--- config.mk ---
export PLATFORM = sky130hd
export DESIGN_NAME = data_bus_dispatcher
export DESIGN_NICKNAME = d
export VERILOG_FILES = /design/src/rtl/data_bus_pkg.sv /design/src/rtl/next_unit_finder.sv /design/src/rtl/data_bus_dispatcher.sv
export SDC_FILE = /design/constraint.sdc
export NUM_CORES = 1
export LEC_CHECK = 0
export CAP_MARGIN = 20
export CELL_PAD_IN_SITES_DETAIL_PLACEMENT = 1
export CELL_PAD_IN_SITES_GLOBAL_PLACEMENT = 1
export CORE_ASPECT_RATIO = 0.5
export CORE_MARGIN = 8
export CORE_UTILIZATION = 33
export CTS_BUF_LIST = sky130_fd_sc_hd__clkbuf_2
export DETAILED_ROUTE_END_ITERATION = 10
export PLACE_DENSITY_LB_ADDON = 0.1
export SKIP_LAST_GASP = 1
export SYNTH_ARGS = -nofsm -noshare
export SYNTH_HDL_FRONTEND = slang
export SYNTH_SLANG_ARGS = --single-unit
--- constraint.sdc ---
create_clock -name sys_clk -period 1.15 [get_ports sys_clk]
set_clock_uncertainty 0.05 [all_clocks]
set_input_delay 0.1725 -clock sys_clk [delete_from_list [all_inputs] [get_ports sys_clk]]
set_output_delay 0.1725 -clock sys_clk [all_outputs]
set_load 0.05 [all_outputs]
--- src/rtl/data_bus_pkg.sv ---
// rtl/data_bus_pkg.sv - shared state encoding and index-width helper for the data bus dispatcher
package data_bus_pkg;

    typedef enum logic {
        IDLE = 1'b0,
        SEND = 1'b1
    } state_e;

    // Index registers are never narrower than one bit, even for a single unit.
    function automatic int idx_width(input int n);
        return (n > 1) ? $clog2(n) : 1;
    endfunction

endpackage

--- src/rtl/next_unit_finder.sv ---
// rtl/next_unit_finder.sv - priority encoder returning the lowest enabled unit index above a base
//
// Ports:
//   mask_i      per-unit enable
//   base_i      search starts above this index (at it when inclusive_i is 1)
//   inclusive_i 1: base_i itself is a candidate (first-unit search); 0: strictly above (advance)
//   idx_o       lowest enabled candidate index, 0 when none
//   none_o      no enabled candidate remains
module next_unit_finder
    import data_bus_pkg::*;
#(
    parameter int UNIT_NUM = 3,
    parameter int IDX_W    = idx_width(UNIT_NUM)
) (
    input  logic [UNIT_NUM-1:0] mask_i,
    input  logic [IDX_W-1:0]    base_i,
    input  logic                inclusive_i,
    output logic [IDX_W-1:0]    idx_o,
    output logic                none_o
);

    // Scanning downward lets the lowest matching index win the final assignment.
    always_comb begin
        idx_o  = '0;
        none_o = 1'b1;
        for (int j = UNIT_NUM - 1; j >= 0; j--) begin
            if (mask_i[j] && ((j > int'(base_i)) || (inclusive_i && (j == int'(base_i))))) begin
                idx_o  = IDX_W'(j);
                none_o = 1'b0;
            end
        end
    end

endmodule

--- src/rtl/data_bus_dispatcher.sv ---
// rtl/data_bus_dispatcher.sv - splits a wide word into units emitted one per handshake, lowest unit first
//
// Optional feature: DISPATCHER_SKIP_MASK_EN adds in_mask_i; units whose mask bit is 0 are skipped.
//
// Ports:
//   sys_clk, rstn           clock, asynchronous active-low reset
//   port_in_i/in_valid_i    wide word input, accepted when in_ready_o is 1
//   in_ready_o              registered; 1 only while idle
//   in_mask_i               per-unit emit enable (DISPATCHER_SKIP_MASK_EN only)
//   unit_o/unit_sel_o       current unit data and its one-hot position
//   unit_valid_o            unit outputs valid
//   unit_ready_i            downstream accepts the current unit
//   unit_last_o             current unit is the final emitted unit of the word
//   word_done_o             one-cycle pulse after the final unit handshake (or an empty-mask accept)
module data_bus_dispatcher
    import data_bus_pkg::*;
#(
    parameter int UNIT_NUM   = 3,
    parameter int UNIT_WIDTH = 4
) (
    input  logic                           sys_clk,
    input  logic                           rstn,
    input  logic [UNIT_NUM*UNIT_WIDTH-1:0] port_in_i,
    input  logic                           in_valid_i,
    output logic                           in_ready_o,
`ifdef DISPATCHER_SKIP_MASK_EN
    input  logic [UNIT_NUM-1:0]            in_mask_i,
`endif
    output logic [UNIT_WIDTH-1:0]          unit_o,
    output logic [UNIT_NUM-1:0]            unit_sel_o,
    output logic                           unit_valid_o,
    input  logic                           unit_ready_i,
    output logic                           unit_last_o,
    output logic                           word_done_o
);

    localparam int IDX_W = idx_width(UNIT_NUM);

    state_e                         state_q, state_d;
    logic [IDX_W-1:0]               idx_q, idx_d;
    logic [UNIT_NUM*UNIT_WIDTH-1:0] word_q, word_d;
    logic [UNIT_NUM-1:0]            mask_q, mask_d;
    logic                           in_ready_q, in_ready_d;
    logic                           done_q, done_d;

    logic [UNIT_NUM-1:0]            mask_in;
    logic [IDX_W-1:0]               first_idx, adv_idx;
    logic                           first_none, adv_none;

`ifdef DISPATCHER_SKIP_MASK_EN
    assign mask_in = in_mask_i;
`else
    assign mask_in = '1;
`endif

    // First enabled unit of the incoming word, searched from index 0 inclusive.
    next_unit_finder #(
        .UNIT_NUM (UNIT_NUM),
        .IDX_W    (IDX_W)
    ) u_first_finder (
        .mask_i      (mask_in),
        .base_i      ('0),
        .inclusive_i (1'b1),
        .idx_o       (first_idx),
        .none_o      (first_none)
    );

    // Next enabled unit after the current one; none_o marks the current unit as last.
    next_unit_finder #(
        .UNIT_NUM (UNIT_NUM),
        .IDX_W    (IDX_W)
    ) u_adv_finder (
        .mask_i      (mask_q),
        .base_i      (idx_q),
        .inclusive_i (1'b0),
        .idx_o       (adv_idx),
        .none_o      (adv_none)
    );

    always_comb begin
        state_d = state_q;
        idx_d   = idx_q;
        word_d  = word_q;
        mask_d  = mask_q;
        done_d  = 1'b0;
        case (state_q)
            IDLE: begin
                if (in_valid_i && in_ready_q) begin
                    word_d = port_in_i;
                    mask_d = mask_in;
                    if (first_none) begin
                        // Nothing to emit: the word completes immediately.
                        done_d = 1'b1;
                    end else begin
                        idx_d   = first_idx;
                        state_d = SEND;
                    end
                end
            end
            SEND: begin
                if (unit_ready_i) begin
                    if (adv_none) begin
                        state_d = IDLE;
                        done_d  = 1'b1;
                    end else begin
                        idx_d = adv_idx;
                    end
                end
            end
            default: state_d = IDLE;
        endcase
        // Registered copy of "will be idle" so in_ready_o has no input-to-output path
        // and stays low until the first edge after reset release.
        in_ready_d = (state_d == IDLE);
    end

    always_ff @(posedge sys_clk or negedge rstn) begin
        if (!rstn) begin
            state_q    <= IDLE;
            idx_q      <= '0;
            word_q     <= '0;
            mask_q     <= '0;
            in_ready_q <= 1'b0;
            done_q     <= 1'b0;
        end else begin
            state_q    <= state_d;
            idx_q      <= idx_d;
            word_q     <= word_d;
            mask_q     <= mask_d;
            in_ready_q <= in_ready_d;
            done_q     <= done_d;
        end
    end

    // Unit outputs are decoded from registered state only, so they hold while unit_ready_i is low.
    always_comb begin
        unit_o     = '0;
        unit_sel_o = '0;
        if (state_q == SEND) begin
            for (int j = 0; j < UNIT_NUM; j++) begin
                if (idx_q == IDX_W'(j)) begin
                    unit_o        = word_q[j*UNIT_WIDTH +: UNIT_WIDTH];
                    unit_sel_o[j] = 1'b1;
                end
            end
        end
    end

    assign unit_valid_o = (state_q == SEND);
    assign unit_last_o  = (state_q == SEND) && adv_none;
    assign in_ready_o   = in_ready_q;
    assign word_done_o  = done_q;

endmodule

==> impl_results.md <==
* Result of the run: finished, violations left
* Violated checks: negative setup slack
* Final Cycle Share at 1.52
* Met2 wire length at 1.25 mm
* Number of antenna violations at the first check in global routing at 0
* Category of the worst setup path launch point: flip-flop
* Overall Global Routing Usage at 0.128
* Routed wire length per instance at ~17 µm
* Master cell of the clock root buffer: sky130_fd_sc_hd__clkbuf_2
* Cell variety after synth at 22
* Yosys top cell by area: sky130_fd_sc_hd__dfrtp_1
* Top cells by area, synth: sky130_fd_sc_hd__dfrtp_1, sky130_fd_sc_hd__mux2_4, sky130_fd_sc_hd__mux2_2, sky130_fd_sc_hd__a21boi_0, sky130_fd_sc_hd__nand2_1
* Number of port buffers at 26
* Ant diodes at 0
* Wire length on met3 at 206 µm
* Final min period at 1.75 ns
* Detail Placement HPWL at ~1.8 mm
* Die W at roughly 90 µm
* Highest Clock Rate at approximately 570 MHz
* Total congestion overflow at 0
* Worst skew pair latency at 0.32 ns
* Worst slew margin relative to its limit at 0.840
* Clk slew on worst S/H paths at roughly 0.18 ns
* Post-placement worst setup slack at -0.380 ns
* Routed Wire Length at 2.50 mm
* Starting Density at 0.340
* Count of max-cap constraint violations at 0
* Total die area at 0.00461 mm²
* Maximum root-to-sink buffer count at 2
* Fraction of the mapped netlist area in simple logic gates at 0.122
* Site Rows at 13
* Clock net sink count at 18
* Transition at the pin with the smallest max-transition slack at approximately 0.24 ns
* Leakage component of the power at between 0.7 and 0.8 nW
* Highest metal layer with signal wires: met4
* Level count of the clock H-tree at 1
* Maximum number of pins on one net before global-route repair at 19
* Iter 0 DRT Violations at 14
* Setup repair after global routing missed its margin: yes
* First-pass DRT Iterations at 2
* Startpoint-to-endpoint class of the critical path: reg2out
* Boundary Pins at 27
* Chip Height at 52.2 µm
* Hold Buf Count CTS at 0
* Global-route wire length before repair at approximately 4.3 mm
* Synthesis-stage register bit count at 18
* Ratio of cells with drive above 1 in the final layout at 0.639
* Setup-failing EPs final at 24
* Post-synthesis mux area share at 0.239
* Number of design rule violations left after detail routing at 0
* Number of nets in the final layout at between 100 and 150
* Sort of element at the end of the critical path: output port
* Share of the synthesized area in the top cell type at 0.522
* Vias/cell at around 4.7
* Antenna violation net count after detailed routing at 0
* Final worst slack at -0.600 ns
* Most used cells in the layout excluding fill and tap cells: sky130_fd_sc_hd__dfrtp_1, sky130_fd_sc_hd__clkdlybuf4s50_1, sky130_fd_sc_hd__mux2_4, sky130_fd_sc_hd__buf_12, sky130_fd_sc_hd__buf_6
* Area of the mapped netlist at 863 µm²
* DR vias at about 680
* Clock tree from TritonCTS: done
* Instance area after placement at 0.00143 mm²
* Cell count after synthesis at 65
* Final Hold Viols at 0
* Synth Area in XOR/XNOR at 0
* Post-synthesis compound-gate area fraction at 0.0855
* Routed met1 length at 1.02 mm
* Layout-stage area growth over the synthesis result at 81.7%
* Power per unit of standard cell area at 3290 mW/mm²
* Routability-driven placement congestion ratio at roughly 0.74
* Number of buffers added by the clock tree synthesis step at 3
* Sequential area share after synthesis at 0.522
* Post-layout util at 0.618
* Vias in the first global route at 841
* Crit path DAT at around 1.5 ns
* Maximum ir drop on the vdd rail at between 1500 and 2000 µV
* Number of nets produced by synthesis at 81
* CP max FO at 6
* Synthesized area per cell at 13.3 µm²
* Core region area at 0.00254 mm²
* HP Class: in2async
* Cell area after layout at about 0.0016 mm²
* Data required time at the worst endpoint at 0.93 ns
* Slew Viols, Final at 0
* Dominant combinational cell family by area after synthesis: multiplexers
* Count of warnings emitted by yosys at 0
* Post-synthesis adder-cell area fraction at 0
==> Yosys cell counts, drive strengths merged <==
cell,instances
dfrtp,18
mux2,16
nand2,8
a21boi,5
a21oi,2
and2,2
buf,2
a21o,1
a32o,1
and2b,1
and3,1
clkbuf,1
inv,1
nand2b,1
nand3,1
nand3b,1
nand4b,1
nor3b,1
o21ai,1
==> where the power goes <==
group | total [mW] | internal [mW] | switching (mW)
clock | 0.291 | 0.0756 | 0.216
combinational | 3.70 | 2.03 | 1.67
sequential | 1.18 | 0.940 | 0.237
total | 5.17 | 3.05 | 2.12
==> worst paths after layout <==
| kind | start | end | slack (ns) | depth (start not counted) |
|---|---|---|---|---|
| max reg2reg | idx_q[0]$_DFFE_PN0P_ | idx_q[1]$_DFFE_PN0P_ | -0.17 | 4 |
| min | rstn | word_q[6]$_DFFE_PN0P_ | 0.1 | 2 |
| max in group asynchronous | rstn | in_ready_o$_DFF_PN0_ | 0.74 | 2 |
| min reg2reg | word_q[2]$_DFFE_PN0P_ | word_q[2]$_DFFE_PN0P_ | 0.49 | 1 |
| max | idx_q[0]$_DFFE_PN0P_ | unit_o[2] | -0.60 | 4 |
| min in group sys_clk | port_in_i[9] | word_q[9]$_DFFE_PN0P_ | 0.40 | 2 |
==> area by class of cell <==
type	instances	area, µm²
fill	264	968
timing repair buffer	42	544
multi-input combinational	43	502
sequential	18	454
tap	37	46.3
clock buffer	3	15.0
clock inverter	1	3.75
inverter	1	3.75
==> kinds of logic (layout without fill, tap and decap cells) <==
| logic type | Yosys count | count (layout) |
|---|---|---|
| DFF | 18 | 18 |
| buffers and inverters | 4 | 47 |
| and+or+nand+nor | 17 | 17 |
| muxes | 16 | 16 |
| AOI/OAI and AO/OA | 10 | 10 |
==> repair_timing <==
action,in CTS,in global routing
setup buffers,10,2
pin swaps,2,5
cloned,1,0
resized for setup,12,7
setup endpoints to repair,26,29
==> critical path: stages, from the launching register on <==
cell and delay (ns):
sky130_fd_sc_hd__dfrtp_2 0.49, sky130_fd_sc_hd__and2b_2 0.30, sky130_fd_sc_hd__nand2_2 0.08, sky130_fd_sc_hd__a21boi_4 0.18
sky130_fd_sc_hd__buf_12 0.15
==> metrics by stage <==
step	hold WS, ns	std cells	total power, mW	TNS, ns
finish	0.0988	145	5.17	-5.94
global route	0.0955	145	5.44	-7.64
CTS	0.0877	149	5.27	-7.08
detailed placement	0.451	134	4.61	-6.75
global placement	0.441	134	4.51	-6.34
floorplan	-0.173	65	3.24	-4.92
==> metal layers <==
layer / vias up / track usage
met5: - / 0
met4: 0 / 0.0443
met3: 4 / 0.0611
met2: 18 / 0.216
met1: 344 / 0.139
li1: 315 / -
==> registers in the layout, summed over array words and instances (netlist names) <==
register,count
mask_q,1
unit_valid_o,1
word_done_o,1
idx_q,2
word_q,12
in_ready_o,1
No activity file was read; power rests on OpenSTA's default activity.
